File: src/rtl/memory_arbiter.sv
// memory_arbiter
//
// Shares one main-memory block port between the instruction cache
// (read-only refills) and the data cache (refills and write-backs).
// One transaction runs at a time. Grants use round-robin priority.
// The winning request is latched for the whole transaction, and
// completion is routed back to its owner.
//
// Ports
//   clock            rising-edge system clock
//   reset            asynchronous, active-low; 0 forces the idle state
//   i_mem_read       icache refill request (level)
//   i_mem_address    icache block address
//   i_mem_readdata   refill data to icache (valid in its done cycle)
//   i_mem_busywait   icache stall
//   d_mem_read       dcache refill request (level)
//   d_mem_write      dcache write-back request (level)
//   d_mem_address    dcache block address
//   d_mem_writedata  dcache write-back data
//   d_mem_readdata   refill data to dcache (valid in its done cycle)
//   d_mem_busywait   dcache stall
//   mem_read         registered main-memory read request
//   mem_write        registered main-memory write request
//   mem_address      latched main-memory block address
//   mem_writedata    latched main-memory write data
//   mem_readdata     main-memory read data
//   mem_busywait     main-memory busy
module memory_arbiter #(
    parameter int ADDR_WIDTH = 28,
    parameter int DATA_WIDTH = 128
) (
    input  logic                  clock,
    input  logic                  reset,

    input  logic                  i_mem_read,
    input  logic [ADDR_WIDTH-1:0] i_mem_address,
    output logic [DATA_WIDTH-1:0] i_mem_readdata,
    output logic                  i_mem_busywait,

    input  logic                  d_mem_read,
    input  logic                  d_mem_write,
    input  logic [ADDR_WIDTH-1:0] d_mem_address,
    input  logic [DATA_WIDTH-1:0] d_mem_writedata,
    output logic [DATA_WIDTH-1:0] d_mem_readdata,
    output logic                  d_mem_busywait,

    output logic                  mem_read,
    output logic                  mem_write,
    output logic [ADDR_WIDTH-1:0] mem_address,
    output logic [DATA_WIDTH-1:0] mem_writedata,
    input  logic [DATA_WIDTH-1:0] mem_readdata,
    input  logic                  mem_busywait
);

    typedef enum logic [1:0] {
        IDLE    = 2'd0,
        GRANT_I = 2'd1,
        GRANT_D = 2'd2
    } state_t;

    state_t                state;
    state_t                next_state;
    logic                  last_grant;   // 0 = icache, 1 = dcache
    logic                  started;
    logic                  lat_read;
    logic                  lat_write;
    logic [ADDR_WIDTH-1:0] lat_addr;
    logic [DATA_WIDTH-1:0] lat_wdata;

    logic i_req;
    logic d_req;
    logic grant_i;
    logic grant_d;
    logic done;

    // Request decode and grant decision. On a tie the side that did not
    // win last time is chosen, so contention strictly alternates.
    // started can only be set while a grant is active. The state qualifier
    // keeps done tied to the grant states.
    always_comb begin
        i_req   = i_mem_read;
        d_req   = d_mem_read | d_mem_write;
        grant_i = (state == IDLE) & i_req & (~d_req | last_grant);
        grant_d = (state == IDLE) & d_req & (~i_req | ~last_grant);
        done    = (state != IDLE) & started & ~mem_busywait;
    end

    // State register
    always_ff @(posedge clock or negedge reset) begin
        if (!reset) begin
            state <= IDLE;
        end else begin
            state <= next_state;
        end
    end

    // Next-state logic
    always_comb begin
        next_state = state;
        case (state)
            IDLE: begin
                if (grant_i) begin
                    next_state = GRANT_I;
                end else if (grant_d) begin
                    next_state = GRANT_D;
                end
            end
            GRANT_I, GRANT_D: begin
                if (done) begin
                    next_state = IDLE;
                end
            end
            default: next_state = IDLE;
        endcase
    end

    // Transaction latches. The request flags are cleared on the done edge,
    // so memory sees at least one idle cycle between transactions. A dcache
    // request with both read and write high is handled as a write-back.
    // started records that memory has acknowledged with busywait. Completion
    // is only recognised after that acknowledgement.
    always_ff @(posedge clock or negedge reset) begin
        if (!reset) begin
            last_grant <= 1'b1;
            started    <= 1'b0;
            lat_read   <= 1'b0;
            lat_write  <= 1'b0;
            lat_addr   <= '0;
            lat_wdata  <= '0;
        end else if (grant_i) begin
            last_grant <= 1'b0;
            started    <= 1'b0;
            lat_read   <= 1'b1;
            lat_write  <= 1'b0;
            lat_addr   <= i_mem_address;
        end else if (grant_d) begin
            last_grant <= 1'b1;
            started    <= 1'b0;
            lat_read   <= ~d_mem_write;
            lat_write  <= d_mem_write;
            lat_addr   <= d_mem_address;
            lat_wdata  <= d_mem_writedata;
        end else if (done) begin
            started    <= 1'b0;
            lat_read   <= 1'b0;
            lat_write  <= 1'b0;
        end else if ((state != IDLE) && mem_busywait) begin
            started    <= 1'b1;
        end
    end

    // Output logic. A requester stalls until its own transaction completes.
    // This includes the cycles in which it is pending or losing arbitration.
    always_comb begin
        mem_read       = lat_read;
        mem_write      = lat_write;
        mem_address    = lat_addr;
        mem_writedata  = lat_wdata;
        i_mem_readdata = mem_readdata;
        d_mem_readdata = mem_readdata;
        i_mem_busywait = i_req & ~((state == GRANT_I) & done);
        d_mem_busywait = d_req & ~((state == GRANT_D) & done);
    end

endmodule
File: config.mk
export PLATFORM = sky130hd
export DESIGN_NAME = memory_arbiter
export DESIGN_NICKNAME = d
export VERILOG_FILES = /design/src/rtl/memory_arbiter.sv
export SDC_FILE = /design/constraint.sdc
export NUM_CORES = 1
export LEC_CHECK = 0
export BUFFER_PORTS_ARGS = -buffer_cell sky130_fd_sc_hd__buf_2
export CORE_AREA = 2 2 288 290
export DETAILED_ROUTE_END_ITERATION = 12
export DIE_AREA = 0 0 290 292
export GPL_ROUTABILITY_DRIVEN = 0
export PLACE_DENSITY = 0.3
export RECOVER_POWER = 50
export SLEW_MARGIN = 5
export SYNTH_ARGS = -nofsm -noshare
export SYNTH_HDL_FRONTEND = slang
export SYNTH_SLANG_ARGS = --single-unit
File: constraint.sdc
create_clock -name clock -period 4.93 [get_ports clock]
set_input_delay 0.986 -clock clock [delete_from_list [all_inputs] [get_ports clock]]
set_output_delay 0.986 -clock clock [all_outputs]
set_load 0.05 [all_outputs]
# Word-level counts from Yosys, hierarchy flattened
# Index checks and enable logic that the tools add are counted.
# totals
elab_cells	58
inputBits	318
reg_bits	162
out_inout_bits	416
# op_classes
n_eq_ne	4
muxes	17
reduce_logical	9
n_bitwise	21
# ops
op	count
28-bit 2-to-1 mux	2
1-bit 2-to-1 mux	11
1-bit AND	10
1-bit inverter	8
2-bit 2-to-1 mux	3
2-bit case mux with 2 select lines	1
2-bit AND reduction	2
2-bit nonzero test	2
4-bit nonzero test	1
3-bit inequality test, second input constant	1
1-bit OR	3
3-bit nonzero test	1
2-bit by 1-bit == test with 1-bit output, second input constant	1
2-bit == test, second input constant	1
2-bit logical NOT	1
2-bit inequality test, second input constant	1
2-bit OR reduction	1
1-bit logical AND	1

# Depth between registers and ports, before layout
# Gate-level depths: netlist of run 1.
# depth
depth_word	6
depth_mapped	7
mapped_depth_nobuf	5

# Worst setup path before layout of run 1
# Ideal clock, no wire load.
# synth_timing
path_type	input-to-output
start	in mem_busywait
end	out i_mem_busywait
path_stages	2
n_path_buf	0
arrival_ns	2.192
path_slack_ns	1.752
required_time_ns	3.944
cell_sequence	nor3b_1 -> a21boi_0
# synth_via
elab_chain_len	5
# synth_lines
element	line	rtl
start: declaration	52	input logic mem_busywait
1-bit inverter	85	done = (state != IDLE) & started & ~mem_busywait;
1-bit AND	85	
1-bit AND	161	i_mem_busywait = i_req & ~((state == GRANT_I) & done);
1-bit inverter	161	
1-bit AND	161	
end: declaration	38	output logic i_mem_busywait,
# No other way between the ends.

# Final worst setup path of run 1
# layout_timing
start	reg state[0]
end	out d_mem_busywait
# layout_via
elab_chain_len	6
# layout_lines
element	line	rtl
start: declaration	61	state_t state;
start signal: assignment	93	state <= next_state;
2-bit nonzero test	85	
1-bit AND (2 in series)	85	
1-bit AND (*)	162	d_mem_busywait = d_req & ~((state == GRANT_D) & done);
1-bit inverter (*)	162	
1-bit AND (*)	162	
end: declaration	45	output logic d_mem_busywait,
# Mark *: on every way between the ends. The rest lies on a longest branch, timed or not.

==> results.cfg, run 1 <==
[synth]
syn-num-nets = 982
synth_edf_count = 0
ys_types = 34
muxShareOfSynthArea_pct = 20.6
yosys.area_share.adder_pct = 0.567
synth-simple-area-share_pct = 2.79
synth_xor_area_share_pct = 0
synth_cells = 660
avgSynthCellArea_sq_um = 13.4
async_reset_ff_share_pct = 100
synth_compound_area_share_pct = 4.89
seq_area_frac_synth_pct = 45.9
syn_area_sq_um = 8830
ys_top_cells_by_area = dfrtp_1, buf_4, mux2_4
synth_top_family_by_area = buffers and inverters
synth_ff_type = dfrtp_1
synth_top_area_cell = dfrtp_1
synth-seq-cells = 162
yosys_warnings = 0
synth.top_cell.area_share_pct = 45.6

[status]
violations = max-capacitance violations, max-slew violations
status = complete, but fails checks

[sta]
maxSlewHeadroom_pct = -76.0
skew_ns = 0.0252
setup_violations = 0
tns_ns = 0
rsz0062_at_grt = no
max_freq_ghz = 0.315
final.min_clock_period_ns = 3.17
maxSlewViolCount = 127
min_period_over_period_pct = 64.3
worst_pin_slew_ns = 2.64
hold_viol_final = 0

[global_routing]
grt_usage_pct = 6.75
grt_overflow = 0
grt_pass1_wl_microns = 40100
antenna_found_initial = 3
grt_pass1_vias = 5545
grt_max_degree = 97

[finish]
stdcell_area_sq_um = 10400
nFillCells = 9227
fin_nets = 1076
layoutNonFillerInstCount = 1837
utilization_pct = 12.7
drive_gt1_share_pct = 66.6
regArea_sq_um = 4060
synthToLayoutAreaGrowth_pct = 17.3
n_antenna_cell = 0
multiInputGateArea_sq_um = 2560
final_cell_mix = buf_2, dfrtp_1, mux2_4
final_common_cell = buf_2

[placed_design]
port_buffers = 349
place_area_sq_um = 9780
dp_hpwl_microns = 20600
dp.cells = 1805

[critical_path]
crit_path_end_kind = output port
r2r-end = mem_address[10]
critical-path-max-stage-delay_ns = 0.49
cp-start-kind = flop
crit_type = reg2out
critPathSlowestCell = nor3b_1
crit_fanout = 5
reg2reg_depth = 6
crit_arrival_ns = 2.18
reg2reg_from = state[0]
r2r_slack_ns = 1.85
crit_buf_inv = 2
crit_required_ns = 3.94
crit_chain = inv_1, ha_1, nor3b_1, a21oi_1, buf_2
path_delay_family = simple AND/OR/NAND/NOR gates

[power]
p_per_area_nw_per_um2 = 861
peakVddDrop_uv = 270
p_leak_nw = 4.68
design_power_total_w = 0.00892

[worst_hold_path]
hold_path_depth = 1
hold_path_class = reg2reg
hold_end = mem_writedata[98]
hold_path.startpoint = mem_writedata[98]

[floorplan]
start_util_pct = 10.8
chipHeight_microns = 292
die_area_sq_um = 84700
ios = 734
fp.coreArea_sq_um = 81600
die_w_microns = 290
rows = 105

[routing]
num_vias = 5024
viasPerCell = 2.73
wl_microns = 28300
ant_nets = 0
dr.first_iter.drc_count = 209
routedWlPerCell_microns = 15.4
drc_errors = 0
firstDrtPassIters = 4

[cts]
ctsResizeCount = 0
cts_root_buf = clkbuf_16
clock_sinks = 162
clk_path_buf_depth = 2
cts_setup_buffers = 0
path_clk_slew_ns = 0.07
cts_tree = yes
clock_latency_ns = 0.50
cts-htree-levels = 4
cts_hold_buf = 0
cts_buffers = 17

[run]
maxCapViolCount = 2
[state kept, by name, indices dropped and copies added, names as in the netlist]
name / count
state: 2
started: 1
mem_writedata: 128
last_grant: 1
mem_write: 1
mem_read: 1
mem_address: 28
[synthesized netlist by cell type, types with 3 or more instances]
cell type  number
buf_12         11
o221a_2        19
ha_1            4
mux2_1         28
buf_6           4
dfrtp_1       161
o221a_1         9
clkbuf_1        6
inv_1           3
mux2_4        100
nand2b_1       29
nand2_1         5
buf_4         257
[how the worst max path moves through the flow]
stage                     slack (ns)  cells after the start          from                end
final                           1.76                      5      state[0]     d_mem_busywait
after global routing            1.50                      6      state[0]    mem_address[27]
after CTS                       1.64                      5      state[0]     d_mem_busywait
after detailed placement        1.85                      5   d_mem_write  mem_writedata[29]
after global placement          1.87                      5   d_mem_write  mem_writedata[30]
after floorplan                 1.75                      2  mem_busywait     i_mem_busywait
[where the power goes]
part | internal (W) | switching, W | total [W] | leakage (nW)
clock | 0.000727 | 0.000708 | 0.00144 | 0.284
sequential | 0.00202 | 0.000335 | 0.00235 | 1.88
combinational | 0.00162 | 0.00351 | 0.00513 | 2.52
[kinds of logic (layout without fill, tap and decap cells)]
family | after synthesis | after routing
flip-flops | 162 | 162
AND/OR/NAND/NOR | 41 | 41
adder cells (fa/ha/maj) | 4 | 4
buffers and inverters | 282 | 389
AO/OA/AOI/OAI | 43 | 43
multiplexers | 128 | 128
[routing by layer]
layer / track usage [%] / vias up / routed length (microns)
met5: 0 / - / 20
met4: 4.14 / 2 / 1340
met3: 4.31 / 107 / 3200
met2: 10.6 / 335 / 13500
met1: 6.65 / 2411 / 10200
li1: - / 2169 / -
[through the flow]
stage	worst slack [ns]	hold slack, ns
6_report	1.76	0.479
5_1_grt	1.50	0.507
4_1_cts	1.64	0.489
2_1_floorplan	1.75	0.451
3_3_place_gp	1.87	0.465
3_5_place_dp	1.85	0.470
[layout make-up]
type	instances	area share, %
clock buffers	19	4.27
clock inverters	13	1.44
inverters	3	0.109
multi-input cells	216	24.7
flip-flops and latches	162	39.1
well taps	1070	12.9
repair buffers	354	17.4
[worst reg2reg max path: stages (launching register included)]
cell and delay [ns]:
dfrtp_1 0.38, inv_1 0.10, ha_1 0.33, o31ai_4 0.09
clkbuf_1 1.64, nand2b_1 0.20, o221a_2 0.21
Note: power is estimated with default switching activity, not from simulation.
==> run 2: changes to the inputs <==
--- a/config.mk
+++ b/config.mk
@@ -5,10 +5,11 @@
 export SDC_FILE = /design/constraint.sdc
 export NUM_CORES = 1
 export LEC_CHECK = 0
+export ABC_AREA = 1
 export BUFFER_PORTS_ARGS = -buffer_cell sky130_fd_sc_hd__buf_2
-export CORE_AREA = 2 2 288 290
+export CORE_AREA = 2 2 287 289
 export DETAILED_ROUTE_END_ITERATION = 12
-export DIE_AREA = 0 0 290 292
+export DIE_AREA = 0 0 289 291
 export GPL_ROUTABILITY_DRIVEN = 0
 export PLACE_DENSITY = 0.3
 export RECOVER_POWER = 50
==> constraint.sdc (replaced) <==
create_clock -name clock -period 2.9 [get_ports clock]
set_input_delay 0.58 -clock clock [delete_from_list [all_inputs] [get_ports clock]]
set_output_delay 0.58 -clock clock [all_outputs]
set_load 0.05 [all_outputs]
==> results.cfg, run 2 <==
[status]
status = completed

[cts]
clock_sinks = 162
clock_latency_ns = 0.49
clk_path_buf_depth = 2
ctsResizeCount = 0
cts_setup_buffers = 0
cts_root_buf = clkbuf_16
cts_hold_buf = 1
cts_tree = yes
path_clk_slew_ns = 0.08
cts-htree-levels = 4
cts_buffers = 17

[finish]
largest_reg_flops = 128
fin_nets = 1492
final_cell_mix = nand2_1, buf_2, dfrtp_1
synthToLayoutAreaGrowth_pct = 19.7
final_common_cell = nand2_1
stdcell_area_sq_um = 10300
drive_gt1_share_pct = 33.5

[routing]
wl_met1_microns = 11400
dr.first_iter.drc_count = 218
routedWlPerCell_microns = 14.2
num_vias = 6624
wl_met3_microns = 3960
top_layer_used = met5
wl_microns = 32000
met2WireLength_microns = 14400
viasPerCell = 2.94
drc_errors = 0
ant_nets = 0
firstDrtPassIters = 4

[sta]
hold_viol_final = 0
worst_pin_slew_ns = 1.47
rsz0062_at_grt = no
whs_ns = 0.287
max_freq_ghz = 0.400
maxSlewHeadroom_pct = 2.02
skew_ns = 0.0221
final.min_clock_period_ns = 2.50
tns_ns = 0
min_period_over_period_pct = 86.2
maxSlewViolCount = 0
setup_violations = 0

[critical_path]
crit_fanout = 4
critPathMostFrequentCell = inv_1
worstSetupEndpoint = d_mem_busywait
crit_required_ns = 2.32
r2r_slack_ns = 0.85
cp.depth = 7
path_delay_family = buffers and inverters
crit_path_end_kind = output port
critPathSlowestCell = dfrtp_1
critical-path-max-stage-delay_ns = 0.39
crit_start = state[1]
r2r-end = state[0]
cp-start-kind = flop
crit_type = reg2out
crit_chain = inv_1, ha_1, inv_1, nand3b_1, inv_1, a21oi_1, buf_2
crit_arrival_ns = 1.92
reg2reg_from = state[1]
reg2reg_depth = 8
crit_buf_inv = 4

[power]
p_per_area_nw_per_um2 = 1380
peakVddDrop_uv = 501
p_leak_nw = 5.72

[global_routing]
grt_pass1_wl_microns = 46100
grt_overflow = 0
antenna_found_initial = 7
grt_pass1_vias = 7058
grt_usage_pct = 7.63
grt_max_degree = 123

[placed_design]
port_buffers = 349
place_area_sq_um = 9770
dp_hpwl_microns = 23500

[synth]
synth_cells = 1087
synth.top_cell.area_share_pct = 46.6
syn-num-nets = 1409
seq_area_frac_synth_pct = 46.9
async_reset_ff_share_pct = 100
synth_ff_type = dfrtp_1
avgSynthCellArea_sq_um = 7.95
syn_area_sq_um = 8650
ys_types = 17
synth_most_common_cell = nand2_1
synth-seq-cells = 162
synth_edf_count = 0
synthTopCellsByCount = nand2_1, buf_4, dfrtp_1
yosys_warnings = 0
ys_top_cells_by_area = dfrtp_1, buf_4, nand2_1
synth_top_area_cell = dfrtp_1

[floorplan]
rows = 105
ios = 734
start_util_pct = 10.6
chipHeight_microns = 291
fp.coreArea_sq_um = 81200
die_area_sq_um = 84100
die_w_microns = 289

[run]
maxCapViolCount = 0

[worst_hold_path]
hold_path_class = in2reg
[run 2: worst min-delay path: cells and delay by family]
| kind | cells | cell delay, ns |
|---|---|---|
| and+or+nand+nor | 2 | 0.09 |
| buffers and inverters | 1 | 0.08 |
[run 2: per-stage QoR]
step	total power (W)	std cells	worst slack (ns)	utilization, %
5_1_grt	0.0153	2253	0.210	12.7
3_3_place_gp	0.0121	2220	0.728	12.0
4_1_cts	0.0147	2253	0.323	12.8
6_report	0.0142	2254	0.402	12.7
3_5_place_dp	0.0121	2220	0.707	12.0
2_1_floorplan	0.0106	1087	0.355	-
[run 2: cell type report]
type	count	area (sq um)
fillers	9425	70800
flip-flops and latches	162	4060
multi-input cells	561	2220
repair buffers	360	1890
well taps	1070	1340
clock buffers	18	429
inverters	68	255
clock inverters	14	154
diodes	1	2.50
[run 2: metal layers]
| layer | GRT usage [%] | vias to the layer above |
|---|---|---|
| met5 | 0 | - |
| met4 | 6.14 | 10 |
| met3 | 4.58 | 137 |
| met2 | 11.4 | 355 |
| met1 | 7.58 | 2980 |
| li1 | - | 3142 |
[run 2: cells by family after synthesis]
family,after synthesis,synth area share (%)
AO/OA/AOI/OAI,9,0.550
buffers and inverters,364,27.6
adder cells (fa/ha/maj),4,0.579
AND/OR/NAND/NOR,548,24.3
flip-flops,162,46.9
[run 2: report_power, final]
part / total, W / leakage (nW) / internal [W] / switching (W)
logic: 0.00789 / 3.44 / 0.00161 / 0.00628
registers: 0.00393 / 2.00 / 0.00337 / 0.000559
clock network: 0.00242 / 0.283 / 0.00128 / 0.00114
total: 0.0142 / 5.72 / 0.00626 / 0.00798
[run 2: how the worst min path moves through the flow]
stage,from,end,slack [ns],depth (start not counted)
3_3_place_gp,mem_writedata[126],mem_writedata[126],0.45,2
3_5_place_dp,mem_writedata[126],mem_writedata[126],0.45,2
6_report,d_mem_writedata[50],mem_writedata[50],0.29,3
5_1_grt,d_mem_writedata[91],mem_writedata[91],0.25,3
2_1_floorplan,reset,mem_address[0],0.28,0
4_1_cts,d_mem_writedata[50],mem_writedata[50],0.21,3
